**src/rtl/cache_victim_sel6.sv**
```systemverilog
// rtl/cache_victim_sel6.sv - 6-way victim selector with true-LRU ages and fire-pulse handshake
module cache_victim_sel6 #(
    parameter int SET_W       = 4,
    parameter int SYNC_STAGES = 2
) (
    input  logic             clk,
    input  logic             rst,
    input  logic             i_hit_vld,
    input  logic [SET_W-1:0] i_hit_set,
    input  logic [2:0]       i_hit_way,
    output logic             o_hit_rdy,
    input  logic             i_miss_req,
    input  logic [SET_W-1:0] i_miss_set,
    output logic             o_miss_rdy,
    output logic [5:0]       o_valid,
    output logic [2:0]       o_victim_way,
    input  logic             i_fire,
    output logic             o_fill_done
);
    localparam int NUM_SETS = 1 << SET_W;

    typedef enum logic [1:0] {IDLE, CALC, HOLD, COMMIT} state_t;

    state_t                 state_q, state_d;
    logic [5:0]             vbit_q [NUM_SETS];
    logic [5:0]             vbit_d [NUM_SETS];
    logic [2:0]             age_q  [NUM_SETS][6];
    logic [2:0]             age_d  [NUM_SETS][6];
    logic [SET_W-1:0]       set_q, set_d;
    logic [2:0]             victim_q, victim_d;
    logic [5:0]             valid_q, valid_d;
    logic                   fill_q, fill_d;
    logic [SYNC_STAGES-1:0] sync_q, sync_d;
    logic                   fire_prev_q, fire_prev_d;

    logic                   fire_rise;
    logic [2:0]             inv_way, lru_way, calc_way;
    logic                   upd_en;
    logic [SET_W-1:0]       upd_set;
    logic [2:0]             upd_way, upd_old;

    assign o_hit_rdy    = !rst && (state_q != COMMIT);
    assign o_miss_rdy   = !rst && (state_q == IDLE);
    assign o_valid      = valid_q;
    assign o_victim_way = victim_q;
    assign o_fill_done  = fill_q;

    // The edge detector runs in every state so a pulse straddling HOLD entry fires once at most.
    assign sync_d      = {sync_q[SYNC_STAGES-2:0], i_fire};
    assign fire_prev_d = sync_q[SYNC_STAGES-1];
    assign fire_rise   = sync_q[SYNC_STAGES-1] & ~fire_prev_q;

    always_comb begin
        inv_way = 3'd0;
        lru_way = 3'd0;
        for (int w = 5; w >= 0; w--) begin
            if (!vbit_q[set_q][w]) inv_way = 3'(w);
            if (age_q[set_q][w] == 3'd5) lru_way = 3'(w);
        end
        calc_way = (&vbit_q[set_q]) ? lru_way : inv_way;
    end

    // Hits are never accepted in COMMIT, so a single LRU update port suffices.
    always_comb begin
        upd_en  = 1'b0;
        upd_set = i_hit_set;
        upd_way = i_hit_way;
        if (state_q == COMMIT) begin
            upd_en  = 1'b1;
            upd_set = set_q;
            upd_way = victim_q;
        end else if (o_hit_rdy && i_hit_vld && (i_hit_way <= 3'd5)) begin
            upd_en = 1'b1;
        end
        upd_old = age_q[upd_set][upd_way];
    end

    always_comb begin
        state_d  = state_q;
        set_d    = set_q;
        victim_d = victim_q;
        valid_d  = valid_q;
        fill_d   = 1'b0;
        vbit_d   = vbit_q;
        age_d    = age_q;
        case (state_q)
            IDLE: begin
                if (i_miss_req) begin
                    set_d   = i_miss_set;
                    state_d = CALC;
                end
            end
            CALC: begin
                victim_d = calc_way;
                valid_d  = 6'b000001 << calc_way;
                state_d  = HOLD;
            end
            HOLD: begin
                if (fire_rise) begin
                    valid_d = 6'b000000;
                    fill_d  = 1'b1;
                    state_d = COMMIT;
                end
            end
            COMMIT: begin
                vbit_d[set_q][victim_q] = 1'b1;
                state_d = IDLE;
            end
            default: state_d = IDLE;
        endcase
        if (upd_en) begin
            for (int w = 0; w < 6; w++) begin
                if (3'(w) == upd_way)
                    age_d[upd_set][w] = 3'd0;
                else if (age_q[upd_set][w] < upd_old)
                    age_d[upd_set][w] = age_q[upd_set][w] + 3'd1;
            end
        end
    end

    always_ff @(posedge clk or posedge rst) begin
        if (rst) begin
            state_q     <= IDLE;
            set_q       <= '0;
            victim_q    <= 3'd0;
            valid_q     <= 6'd0;
            fill_q      <= 1'b0;
            sync_q      <= '0;
            fire_prev_q <= 1'b0;
            for (int s = 0; s < NUM_SETS; s++) begin
                vbit_q[s] <= 6'd0;
                for (int w = 0; w < 6; w++) age_q[s][w] <= 3'(w);
            end
        end else begin
            state_q     <= state_d;
            set_q       <= set_d;
            victim_q    <= victim_d;
            valid_q     <= valid_d;
            fill_q      <= fill_d;
            sync_q      <= sync_d;
            fire_prev_q <= fire_prev_d;
            vbit_q      <= vbit_d;
            age_q       <= age_d;
        end
    end
endmodule

```
**config.mk**
```make
export PLATFORM = sky130hd
export DESIGN_NAME = cache_victim_sel6
export DESIGN_NICKNAME = d
export VERILOG_FILES = /design/src/rtl/cache_victim_sel6.sv
export SDC_FILE = /design/constraint.sdc
export NUM_CORES = 1
export LEC_CHECK = 0
export ABC_AREA = 1
export BUFFER_PORTS_ARGS = -buffer_cell sky130_fd_sc_hd__buf_4
export CAP_MARGIN = 20
export CORE_MARGIN = 2
export CORE_UTILIZATION = 25
export CTS_BUF_LIST = sky130_fd_sc_hd__clkbuf_16
export DETAILED_ROUTE_END_ITERATION = 8
export PLACE_DENSITY_LB_ADDON = 0.05
export SLEW_MARGIN = 10
export SYNTH_ARGS = -nofsm -noshare
export SYNTH_HDL_FRONTEND = slang
export SYNTH_SLANG_ARGS = --single-unit
export TNS_END_PERCENT = 20
```
**constraint.sdc**
```tcl
create_clock -name clk -period 17.7 [get_ports clk]
set_input_delay 0.885 -clock clk [delete_from_list [all_inputs] [get_ports clk]]
set_output_delay 0.885 -clock clk [all_outputs]
set_load 0.005 [all_outputs]
```
# Yosys cells after proc, flatten, opt, wreduce, memory -nomap -nowiden
# Index checks and enable logic that the tools add are counted.
[word_totals]
ff_bits = 403
out_inout_bits = 12
word_cells = 265
[op_classes]
n_addsub = 6
order_cmp = 14
eq_ne = 17
shifts = 1
muxes = 75
bitwise_logic = 18
reduce_logical = 15
[op_table]
columns = ["cell", "count"]
rows = [
  ["288-bit 2-to-1 mux", 17],
  ["288-bit AND", 6],
  ["288-bit bitwise mux", 6],
  ["288-bit NOT", 6],
  ["18-bit demux with 4-bit select", 6],
  ["18-bit binary-select mux with 4-bit select", 2],
  ["96-bit bitwise OR", 1],
  ["18-bit 2-to-1 mux", 5],
  ["3-bit 2-to-1 mux", 17],
  ["6-bit 2-to-1 mux", 5],
  ["6-bit binary-select mux with 4-bit select", 1],
  ["6-bit demux with 4-bit select", 1],
  ["3-bit by 1-bit adder with 3-bit output, second input constant", 6],
  ["3-bit == test, second input constant", 6],
  ["3-bit < comparator", 6],
  ["15-bit 2-to-1 mux", 1],
  ["12-bit 2-to-1 mux", 1],
  ["6-bit case mux with 2 select lines", 1],
  ["5-bit >= comparator, second input constant", 2],
  ["5-bit by 1-bit < comparator with 1-bit output, second input constant", 2],
  ["4-bit NOT with 5-bit output", 2],
  ["3-bit binary-select mux with 3-bit select", 1],
  ["9-bit 2-to-1 mux", 1],
  ["2-bit case mux with 4 select lines", 1],
  ["other kinds (25)", 43],
]

# Longest topological paths before layout
[logic_depth]
depth_word = 32
ltp_mapped = 26
depth_no_buf = 23

# Worst setup path after synthesis
# OpenSTA, ideal clock, no wires.
[synth_timing]
path_type = "input-to-reg"
startpoint = "input port rst"
endpoint = "register age_q[21] in the netlist's numbering"
setup_ps = 119
arrival_time_ps = 12283
t_required_ps = 17581
path_slack_ps = 5299
stages = 8
n_path_buf = 2
cell_sequence = "inv_1 a31oi_1 inv_1 clkbuf_1 buf_1 nand3_1 nand2_1 nand2_1"
[synth_between]
elab_chain_cells = 6
[synth_rtl]
columns = ["element", "line_no", "rtl"]
rows = [
  ["start, declared", "7", "input logic rst,"],
  ["1-bit zero test (no line)", "-", ""],
  ["1-bit logical AND", "42", "assign o_hit_rdy = !rst && (state_q != COMMIT);"],
  ["1-bit logical AND (2 in series)", "72", "end else if (o_hit_rdy && i_hit_vld && (i_hit_way <= 3'd5)) begin"],
  ["1-bit 2-to-1 mux", "72", ""],
  ["1-bit 2-to-1 mux", "68", "if (state_q == COMMIT) begin"],
  ["end signal, assigned", "143", "age_q <= age_d;"],
  ["end, declared", "27", "logic [2:0] age_q [NUM_SETS][6];"],
]
# Every way passes these cells.
# A chain may end at the register's enable or synchronous reset.

# Worst setup path in the final report
[layout_timing]
startpoint = "register state_q[1]"
endpoint = "register age_q[235] in the netlist's numbering"
[layout_between]
elab_chain_cells = 32
word_cells_on_any_way = 80
cone_classes = "6 x add/sub; 8 x order compare; 7 x eq/ne; 40 x mux; 14 x bitwise; 5 x reduce/logical"
[layout_rtl]
columns = ["element", "line_no", "rtl"]
rows = [
  ["start, declared", "24", "state_t state_q, state_d;"],
  ["start signal, assigned", "135", "state_q <= state_d;"],
  ["2-bit == test", "68", ""],
  ["4-bit 2-to-1 mux", "68", ""],
  ["4-bit NOT with 5-bit output (implied by the code)", "-", ""],
  ["18-bit binary-select mux with 4-bit select", "75, 115, 116", ""],
  ["18-bit 2-to-1 mux (implied by the code) (2 in series)", "115, 116", ""],
  ["3-bit binary-select mux with 3-bit select", "75", "upd_old = age_q[upd_set][upd_way];"],
  ["3-bit 2-to-1 mux (implied by the code) (2 in series)", "75", ""],
  ["3-bit < comparator", "115", "else if (age_q[upd_set][w] < upd_old)"],
  ["[... 14 more ...]", "-", ""],
  ["288-bit 2-to-1 mux", "111", "if (upd_en) begin"],
  ["288-bit bitwise mux", "116", "age_d[upd_set][w] = age_q[upd_set][w] + 3'd1;"],
  ["288-bit 2-to-1 mux", "115", ""],
  ["288-bit 2-to-1 mux", "113", "if (3'(w) == upd_way)"],
  ["288-bit 2-to-1 mux", "111", ""],
  ["288-bit bitwise mux", "116", ""],
  ["288-bit 2-to-1 mux", "115", ""],
  ["288-bit 2-to-1 mux", "113", ""],
]
# Parallel ways exist; a longest one is shown, timed or not. The select of a mux whose other input is x is not followed.

==> impl_metrics.tcl <==
set metrics [dict create \
    first_pass_iters 7 \
    syn_area_um2 27650 \
    die_x_um 336.6 \
    p_comb_share_pct 64.7 \
    cp_common_cell "nand2_1" \
    synth_cells 4201 \
    rows 122 \
    powerDensity_nw_per_um2 234.2 \
    r2r-end "age_q[235]" \
    yosys_warnings 0 \
    fin_crit_ns 8.459 \
    clk_pin_slew_worst_paths_ns 0.06 \
    cp_data_required_time_ns 18.26 \
    fmax_ghz 0.1182 \
    critPathArrivalTime_ns 9.02 \
    area_growth_pct 12.52 \
    setup_viol_count_final 0 \
    r2r_setup_slack_ns 9.24 \
    r2r_start "state_q[1]" \
    worstSkewPairLatency_ns 0.68 \
    dpl_cell_area_um2 29360 \
    drive_above_1_share_pct 10.15 \
    cts_hold_buf 0 \
    root_buffer "clkbuf_16" \
    dieHeight_um 336.6 \
    dr.first_iter.drc_count 2983 \
    rsz0062_at_grt "false" \
    grtUsageTotal_pct 24.75 \
    initial_core_util_pct 25.09 \
    seq_area_frac_synth_pct 36.98 \
    final_antenna_net_count 0 \
    grt_max_degree 150 \
    coreArea_um2 110200 \
    leakagePower_nw 14.02 \
    grt_pass1_vias 28662 \
    syn-num-nets 4234 \
    start_kind "register" \
    fin_area_um2 31110 \
    fin_crit_sh_pct 47.79 \
    maxSlewHeadroom_pct 17.88 \
    power.internal_mw 2.783 \
    routed-via-count 29162 \
    p_seq_share_pct 19.9 \
    cp_slowest_cell "a221oi_1" \
    hp-class "in -> async" \
    portBuffers 27 \
    clockBufferDepth 3 \
    p_sw_mw 4.504 \
    synth.distinct_cells 47 \
    gp_congestion 0.8576 \
    cp_cell_sequence "ha_2 -> buf_4 -> inv_2 -> nand2_4 -> nand2_4 -> buf_4 -> nor2_2 -> clkinv_1 -> buf_4 -> o22ai_1 -> o21ai_0 -> nand2_1 -> nor2_1 -> o22ai_1 -> nor2_1 -> a221oi_1 -> ha_1 -> clkinv_1 -> nand2_1 -> nand2_4 -> nand2_2 -> nor2_1 -> nand2_1 -> nand2_1" \
    path_max_fanout 64 \
    irDropWorstVdd_mv 0.1571 \
    tightest_slew_ns 1.232 \
    nets 4152 \
    grt_pass1_wl_um 206100 \
    cts_tree "built" \
    finClkSkew_ns 0.01912 \
    grt_overflow 0 \
    cap_violations 0 \
    antenna_found_initial 9 \
    cts_buffers 55 \
    synth-seq-cells 403 \
    vias_per_cell 5.157 \
    status "complete, no violations" \
    clockPowerShare_pct 15.4 \
    fin_tns_setup_ns 0 \
    setup.worst_path.end_class "register" \
    dieArea_um2 113300 \
    num_io_pins 28 \
    final_util_pct 28.23 \
    cts-resized-gates 0 \
    wire_per_inst_um 24.99 \
    worstRegToRegCells 24 \
    postCtsSetupBuffers 0 \
    numClockSinks 403 \
    maxSlewViolCount 0 \
    cpPeakStageDelay_ns 1.00 \
    drt-total-wl_um 141300 \
    drc 0 \
    dp_hpwl_um 92430 \
    crit_type "reg -> reg" \
    syn_avg_cell_area_um2 6.582 \
    htreeDepth 2 \
    hold_violations 0 \
    netSwitchingFraction_pct 61.81 \
]
==> metrics by stage <==
step                hold WS (ns)  cells  worst slack [ns]  power [mW]
floorplan                 0.3312   4201             5.299       4.293
global placement          0.3541   5549             9.567       6.162
detailed placement        0.3411   5549             9.284       6.128
CTS                       0.2651   5653             9.281       7.275
global route              0.3016   5654             8.786       7.735
finish                    0.3107   5655             9.241       7.287
==> metal layers <==
layer,global-route usage [%],part of all wire (%)
met3,3.117,5.9
met2,39.25,45
met5,0,0
met1,34.79,46
met4,7.874,3.1
==> worst max-delay path, delay by kind of cell, from the launching register on <==
family,cells,cell delay (ns)
flip-flops,1,0.37
AND/OR/NAND/NOR,12,3.01
AO/OA/AOI/OAI,4,1.48
buffers and inverters,6,2.87
adder cells (fa/ha/maj),2,0.47
==> worst max-delay path by stage <==
stage          slack (ns)  cells past startpoint         end       start
5_1_grt              8.79                     24  age_q[217]  state_q[1]
3_3_place_gp         9.57                     24    age_q[1]  state_q[1]
2_1_floorplan        5.30                      8   age_q[21]         rst
3_5_place_dp         9.28                     24  age_q[163]  state_q[1]
4_1_cts              9.28                     24  age_q[127]  state_q[1]
6_report             9.24                     24  age_q[235]  state_q[1]
==> area by class of cell <==
| cell class | count | area, um^2 |
|---|---|---|
| Fill cell | 12345 | 79100 |
| Multi-Input combinational cell | 3177 | 15050 |
| Sequential cell | 403 | 10220 |
| Tap cell | 1488 | 1862 |
| Inverter | 378 | 1429 |
| Clock buffer | 55 | 1376 |
| Timing Repair Buffer | 104 | 809.5 |
| Clock inverter | 49 | 360.3 |
| Antenna cell | 1 | 2.502 |
==> placed cells by master (no fill, tap or decap), drive strengths merged, types with 2 or more instances in the layout <==
cell      Yosys  routed
nand2      1494    1494
nand3       488     488
inv         364     381
nor2        358     358
o21ai       322     322
dfrtp       291     291
o22ai       163     163
dfstp       112     112
nand4       108     108
buf          88     104
nand3b       57      57
clkbuf      155      55
a21oi        43      43
clkinv       14      40
o21bai       30      30
a22oi        27      27
o221ai       20      20
ha           17      17
a221oi       11      11
or2           8       8
nor3          6       6
o2111ai       5       5
bufinv        0       4
o41ai         3       3
nor4          3       3
xor2          3       3
xnor2         3       3
o211ai        2       2
o31ai         2       2
o21a          2       2
clkinvlp      0       2
==> synth_stat cells, drive strengths merged <==
library cell / n / area, um^2
a21oi: 43 / 230.2
a221oi: 11 / 96.34
a22oi: 27 / 202.7
a31oi: 1 / 6.260
and2: 1 / 6.260
buf: 88 / 508.0
clkbuf: 155 / 581.8
clkinv: 14 / 52.55
dfrtp: 291 / 7282
dfstp: 112 / 2943
ha: 17 / 212.7
inv: 364 / 1369
nand2: 1494 / 5733
nand3: 488 / 2447
nand3b: 57 / 427.9
nand4: 108 / 675.7
nor2: 358 / 1549
nor3: 6 / 30.03
nor4: 3 / 18.77
o2111ai: 5 / 43.79
o211ai: 2 / 15.01
o21a: 2 / 15.01
o21ai: 322 / 1619
o21bai: 30 / 225.2
o221ai: 20 / 175.2
o22ai: 163 / 1020
o31ai: 2 / 15.01
o41ai: 3 / 26.28
or2: 8 / 50.05
xnor2: 3 / 41.29
xor2: 3 / 33.79
==> flip-flops by register name (all words and copies together) (netlist names) <==
name,count
age_q,288
vbit_q,96
o_valid,6
set_q,4
o_victim_way,3
state_q,2
sync_q,2
fire_prev_q,1
o_fill_done,1
==> cell families after synthesis <==
group | synth area share [%]
simple gates | 39.56
flops | 36.98
xor+xnor | 0.2715
fa+ha+maj | 0.7692
buf+inv | 9.081
compound gates | 13.34
==> power groups by stage <==
stage | logic (mW) | clock network (mW) | registers (mW)
5_1_grt | 5.06 | 1.19 | 1.48
3_5_place_dp | 4.67 | 0 | 1.46
2_1_floorplan | 2.93 | 0 | 1.36
3_3_place_gp | 4.69 | 0 | 1.47
6_report | 4.72 | 1.12 | 1.45
4_1_cts | 4.67 | 1.16 | 1.45
Note: power is estimated with default switching activity, not from simulation.
